==> src/rtl/branch_predictor.sv <==
// Direct-mapped branch target buffer with 2-bit saturating counters for the fetch stage.
// Lookup is combinational on the fetch PC; training and perf counters update on the rising edge.
module branch_predictor #(
    parameter int unsigned INDEX_BITS = 4,
    parameter int unsigned TAG_BITS   = 8,
    parameter int unsigned COUNT_W    = 16
) (
    input  logic               clk,
    input  logic               rst_n,
    input  logic [31:0]        pc_f_i,
    output logic               predict_taken_o,
    output logic [31:0]        branch_target_o,
    input  logic               en_i,
    input  logic               flush_i,
    input  logic               update_valid_i,
    input  logic [31:0]        update_pc_i,
    input  logic               update_taken_i,
    input  logic               update_is_jump_i,
    input  logic [31:0]        update_target_i,
    input  logic               update_pred_taken_i,
    output logic [COUNT_W-1:0] branch_count_o,
    output logic [COUNT_W-1:0] mispredict_count_o
);

    localparam int unsigned ENTRIES = 1 << INDEX_BITS;
    localparam int unsigned IDX_LO  = 2;
    localparam int unsigned TAG_LO  = INDEX_BITS + 2;
    localparam int unsigned TAG_HI  = INDEX_BITS + TAG_BITS + 1;

    logic [ENTRIES-1:0]  valid_q;
    logic [TAG_BITS-1:0] tag_q    [ENTRIES];
    logic [31:0]         target_q [ENTRIES];
    logic [1:0]          ctr_q    [ENTRIES];
    logic [ENTRIES-1:0]  jump_q;

    logic [INDEX_BITS-1:0] f_idx;
    logic [TAG_BITS-1:0]   f_tag;
    logic                  f_hit;
    logic [INDEX_BITS-1:0] u_idx;
    logic [TAG_BITS-1:0]   u_tag;
    logic                  u_hit;
    logic [1:0]            ctr_next;
    logic                  table_upd;
    logic                  count_upd;

    // PC bits outside the index/tag fields play no part in the lookup
    logic unused_pc_bits;
    assign unused_pc_bits = ^{pc_f_i[1:0], pc_f_i[31:TAG_HI+1],
                              update_pc_i[1:0], update_pc_i[31:TAG_HI+1]};

    assign f_idx = pc_f_i[TAG_LO-1:IDX_LO];
    assign f_tag = pc_f_i[TAG_HI:TAG_LO];
    assign u_idx = update_pc_i[TAG_LO-1:IDX_LO];
    assign u_tag = update_pc_i[TAG_HI:TAG_LO];

    // Fetch-side lookup; reset clears valid asynchronously so it falls back to pc+4
    always_comb begin
        f_hit           = valid_q[f_idx] && (tag_q[f_idx] == f_tag);
        predict_taken_o = f_hit && (jump_q[f_idx] || ctr_q[f_idx][1]);
        branch_target_o = predict_taken_o ? target_q[f_idx] : pc_f_i + 32'd4;
    end

    // Training-side hit detection and saturating counter step
    always_comb begin
        u_hit     = valid_q[u_idx] && (tag_q[u_idx] == u_tag);
        count_upd = en_i && update_valid_i;
        table_upd = count_upd && !flush_i;
        ctr_next  = ctr_q[u_idx];
        if (update_taken_i) begin
            if (ctr_q[u_idx] != 2'b11) ctr_next = ctr_q[u_idx] + 2'd1;
        end else begin
            if (ctr_q[u_idx] != 2'b00) ctr_next = ctr_q[u_idx] - 2'd1;
        end
    end

    // Table state: flush wins over a same-cycle update and only drops valid bits
    always_ff @(posedge clk or negedge rst_n) begin
        if (!rst_n) begin
            valid_q <= '0;
            jump_q  <= '0;
            for (int unsigned i = 0; i < ENTRIES; i++) begin
                tag_q[i]    <= '0;
                target_q[i] <= '0;
                ctr_q[i]    <= 2'b01;
            end
        end else if (en_i && flush_i) begin
            valid_q <= '0;
        end else if (table_upd) begin
            if (u_hit) begin
                ctr_q[u_idx] <= ctr_next;
                if (update_taken_i) begin
                    target_q[u_idx] <= update_target_i;
                    jump_q[u_idx]   <= update_is_jump_i;
                end
            end else if (update_taken_i) begin
                valid_q[u_idx]  <= 1'b1;
                tag_q[u_idx]    <= u_tag;
                target_q[u_idx] <= update_target_i;
                jump_q[u_idx]   <= update_is_jump_i;
                ctr_q[u_idx]    <= 2'b10;
            end
        end
    end

    // Saturating perf counters; they keep counting through a flush
    always_ff @(posedge clk or negedge rst_n) begin
        if (!rst_n) begin
            branch_count_o     <= '0;
            mispredict_count_o <= '0;
        end else if (count_upd) begin
            if (branch_count_o != '1)
                branch_count_o <= branch_count_o + COUNT_W'(1);
            if ((update_pred_taken_i != update_taken_i) && (mispredict_count_o != '1))
                mispredict_count_o <= mispredict_count_o + COUNT_W'(1);
        end
    end

endmodule

==> config.mk <==
export PLATFORM = sky130hd
export DESIGN_NAME = branch_predictor
export DESIGN_NICKNAME = d
export VERILOG_FILES = /design/src/rtl/branch_predictor.sv
export SDC_FILE = /design/constraint.sdc
export NUM_CORES = 1
export LEC_CHECK = 0
export CORE_ASPECT_RATIO = 0.7
export CORE_MARGIN = 2
export CORE_UTILIZATION = 40
export CTS_CLUSTER_SIZE = 10
export DETAILED_ROUTE_END_ITERATION = 10
export HOLD_SLACK_MARGIN = 0.08
export PLACE_DENSITY = 0.67
export REMOVE_ABC_BUFFERS = 1
export SYNTH_ARGS = -nofsm -noshare
export SYNTH_HDL_FRONTEND = slang
export SYNTH_SLANG_ARGS = --single-unit
==> constraint.sdc <==
create_clock -name clk -period 5.11 [get_ports clk]
set_input_delay 1.022 -clock clk [delete_from_list [all_inputs] [get_ports clk]]
set_output_delay 1.022 -clock clk [all_outputs]
set_load 0.02 [all_outputs]
==> results of run 1 <==
stage by stage:
| stage | hold WS (ns) | util [%] |
|---|---|---|
| 2_1_floorplan | 0.446 | - |
| 3_3_place_gp | 0.476 | 44.1 |
| 3_5_place_dp | 0.473 | 44.1 |
| 4_1_cts | 0.470 | 46.9 |
| 5_1_grt | 0.486 | 47.0 |
| 6_report | 0.401 | 47.0 |
area by class of cell:
| type | count | area share, % |
|---|---|---|
| antenna | 2 | 0.0121 |
| clock buffer | 103 | 5.35 |
| clock inverter | 8 | 0.344 |
| inverter | 26 | 0.236 |
| multi-input combinational | 1396 | 39.5 |
| sequential | 736 | 44.5 |
| tap | 1162 | 3.51 |
| timing repair buffer | 271 | 6.53 |
cells in the final DEF, fill, tap and decap left out, types with 24 or more instances in the layout:
cell / count
xnor2_1: 51
mux4_2: 231
nor2_1: 35
buf_4: 98
buf_12: 24
clkbuf_16: 86
xor2_1: 26
nand2_1: 78
dlygate4sd2_1: 25
inv_1: 25
clkdlybuf4s50_1: 107
mux2i_1: 29
nand3_1: 46
dfrtp_1: 720
mux2_2: 680
power groups by stage:
| stage | clock [mW] | combinational [mW] | sequential [mW] |
|---|---|---|---|
| after floorplan | 0 | 0.913 | 6.63 |
| after global placement | 0 | 1.63 | 6.64 |
| after detailed placement | 0 | 1.69 | 6.69 |
| after CTS | 5.53 | 1.70 | 6.59 |
| after global routing | 5.78 | 1.82 | 6.65 |
| final | 5.42 | 1.69 | 6.59 |
state kept, by name (all words and copies together), names as in the netlist:
signal and count:
target_q 512, ctr_q 32, branch_count_o 16, mispredict_count_o 16
jump_q 16, valid_q 16, tag_q 128
cells by family (layout without fill, tap and decap cells):
group | after synthesis | in the layout | synth area share, %
xor+xnor | 77 | 77 | 1.89
flops | 736 | 736 | 51.8
fa+ha+maj | 5 | 5 | 0.162
other cells | 0 | 2 | 0
mux | 954 | 954 | 37.4
simple gates | 260 | 260 | 3.95
compound gates | 100 | 100 | 2.16
buf+inv | 209 | 408 | 2.68
metal layers:
| layer | part of all wire (%) | track usage (%) |
|---|---|---|
| met1 | 43 | 29.0 |
| met2 | 48 | 33.8 |
| met3 | 6.5 | 4.45 |
| met4 | 2.4 | 5.93 |
| met5 | 0.053 | 0 |
critical path, cell delays in order:
cell and delay, ns:
buf_8 0.16, mux4_2 0.50, nor2b_1 0.16, a211oi_2 0.22
a31oi_2 0.11, xnor2_1 0.27, nand2_1 0.13, nor4bb_4 0.31
buf_6 0.15, buf_4 0.11, buf_12 0.17, mux2_2 0.42
clkdlybuf4s15_2 0.27
final timing paths:
kind / end / slack (ns)
min: tag_q[114]$_DFFE_PN0P_ / 0.40
min in group clk: mispredict_count_o[8]$_DFFE_PN0P_ / 0.49
max in group asynchronous: target_q[309]$_DFFE_PN0P_ / 3.39
max: branch_target_o[4] / 0.07
max reg2reg: tag_q[19]$_DFFE_PN0P_ / 1.76
min reg2reg: mispredict_count_o[8]$_DFFE_PN0P_ / 0.49
repair_timing:
item,4_1_cts,5_1_grt
gates cloned,1,1
buffers inserted,10,1
resized for setup,46,17
pin swaps,3,2
setup endpoints to repair,32,32
==> impl_metrics.ini, run 1 <==
[outcome]
status = finished clean

[worst_setup_path]
critPathKind = input port to primary output
end_kind = primary output
crit_required_ns = 4.09
worst_ep_arrival_time_ns = 4.01
critPathLaunchType = input port
crit_fanout = 13
reg2reg_depth = 8
r2r-start = tag_q[87]$_DFFE_PN0P_
crit_path_start = pc_f_i[3]

[pwr]
ir_drop_mv = 0.247
switching_share_pct = 24.9
p_int_mw = 10.3
total_power_mw = 13.7
net-switching-power_mw = 3.40
combPwrFrac_pct = 12.3
p_leak_nw = 18.8
p_per_area_nw_per_um2 = 331
pwr-share-seq_pct = 48.1
p_clk_share_pct = 39.5

[die]
core.rowCount = 91
fp.dieW_um = 361
io_pins = 169
core_um2 = 88100
die_y_um = 254
dieArea_um2 = 91500
initial_core_util_pct = 40.4

[logic_synthesis]
synth_edf_count = 0
ys.flop_type = dfrtp_1
synthArstFlopShare_pct = 100
syn_inst = 2341
synth_warnings = 0
ys_seq_area_share_pct = 51.8
synth_most_common_cell = dfrtp_1
synthesis.area_um2 = 35600
synth.distinct_cells = 67
yosys.area.top_type = dfrtp_1
synth_commonest_cells = dfrtp_1, mux2_2, mux4_2, clkbuf_1, nand2_1
avgSynthCellArea_um2 = 15.2
yosysTopAreaCellShare_pct = 50.6
ys_top_cells_by_area = dfrtp_1, mux2_2, mux4_2
ys_seq_elements = 736

[detailed_routing]
antenna_left = 0
finalWirelength_mm = 95.4
dr.pass1.iters = 7
num_vias = 21600
vias_per_cell = 5.84
post-route-drc-count = 0
dr.first_iter.drc_count = 1799
avgRoutedWirePerCell_um = 25.7

[global_routing]
gr-total-overflow = 0
grtUsageTotal_pct = 21.0
grt_max_degree = 121
grt_pass1_vias = 23000
grt_pass1_wl_mm = 146
grt_antenna_before_repair = 6

[clock_tree]
clockBufferDepth = 3
clock-root-buffer = clkbuf_16
clk_latency_ns = 0.65
h-tree-depth = 3
cts_tree = yes
clk_pin_slew_ns = 0.05
numCtsBuffers = 84
cts.hold.buffers_added = 0
cts.sinks = 736

[sta]
clock_skew_ns = 0.0227
worst_slew_pin_slew_ns = 0.947
setup_tns_ns = 0
finalCriticalPeriod_ns = 5.04
hold_viol = 0
setup_viol = 0
fin_crit_sh_pct = 98.6
relSlewSlack_pct = 36.9
fin_ws_ns = 0.0736
fmaxAchievable_ghz = 0.199
final_max_slew_viol_count = 0

[place]
hpwlAfterDp_mm = 59.3
placed_cell_area_um2 = 38900
place_congestion = 0.854
port-buffer-count = 148
numPlacedInstances = 3578
dp_slack_ns = -0.233

[finish]
final_area_um2 = 41400
fin_nets = 2622
seq_area_um2 = 18400
fillers = 7536
area.growth.synth_to_final_pct = 16.4
stdcell_count = 3704
multi_input_comb_area_um2 = 16400
final_layout_size_suffix_gt1_share_pct = 47.7

[worst_hold_path]
hold_path.class = input port to async pin

[job]
maxCapViolCount = 0
No activity file was read; power rests on OpenSTA's default activity.
==> run 2: changes to the inputs <==
- ABC_CLOCK_PERIOD_IN_PS: unset -> 5110
==> results of run 2 <==
The final DEF is identical to that of run 1; final timing and power are the same.
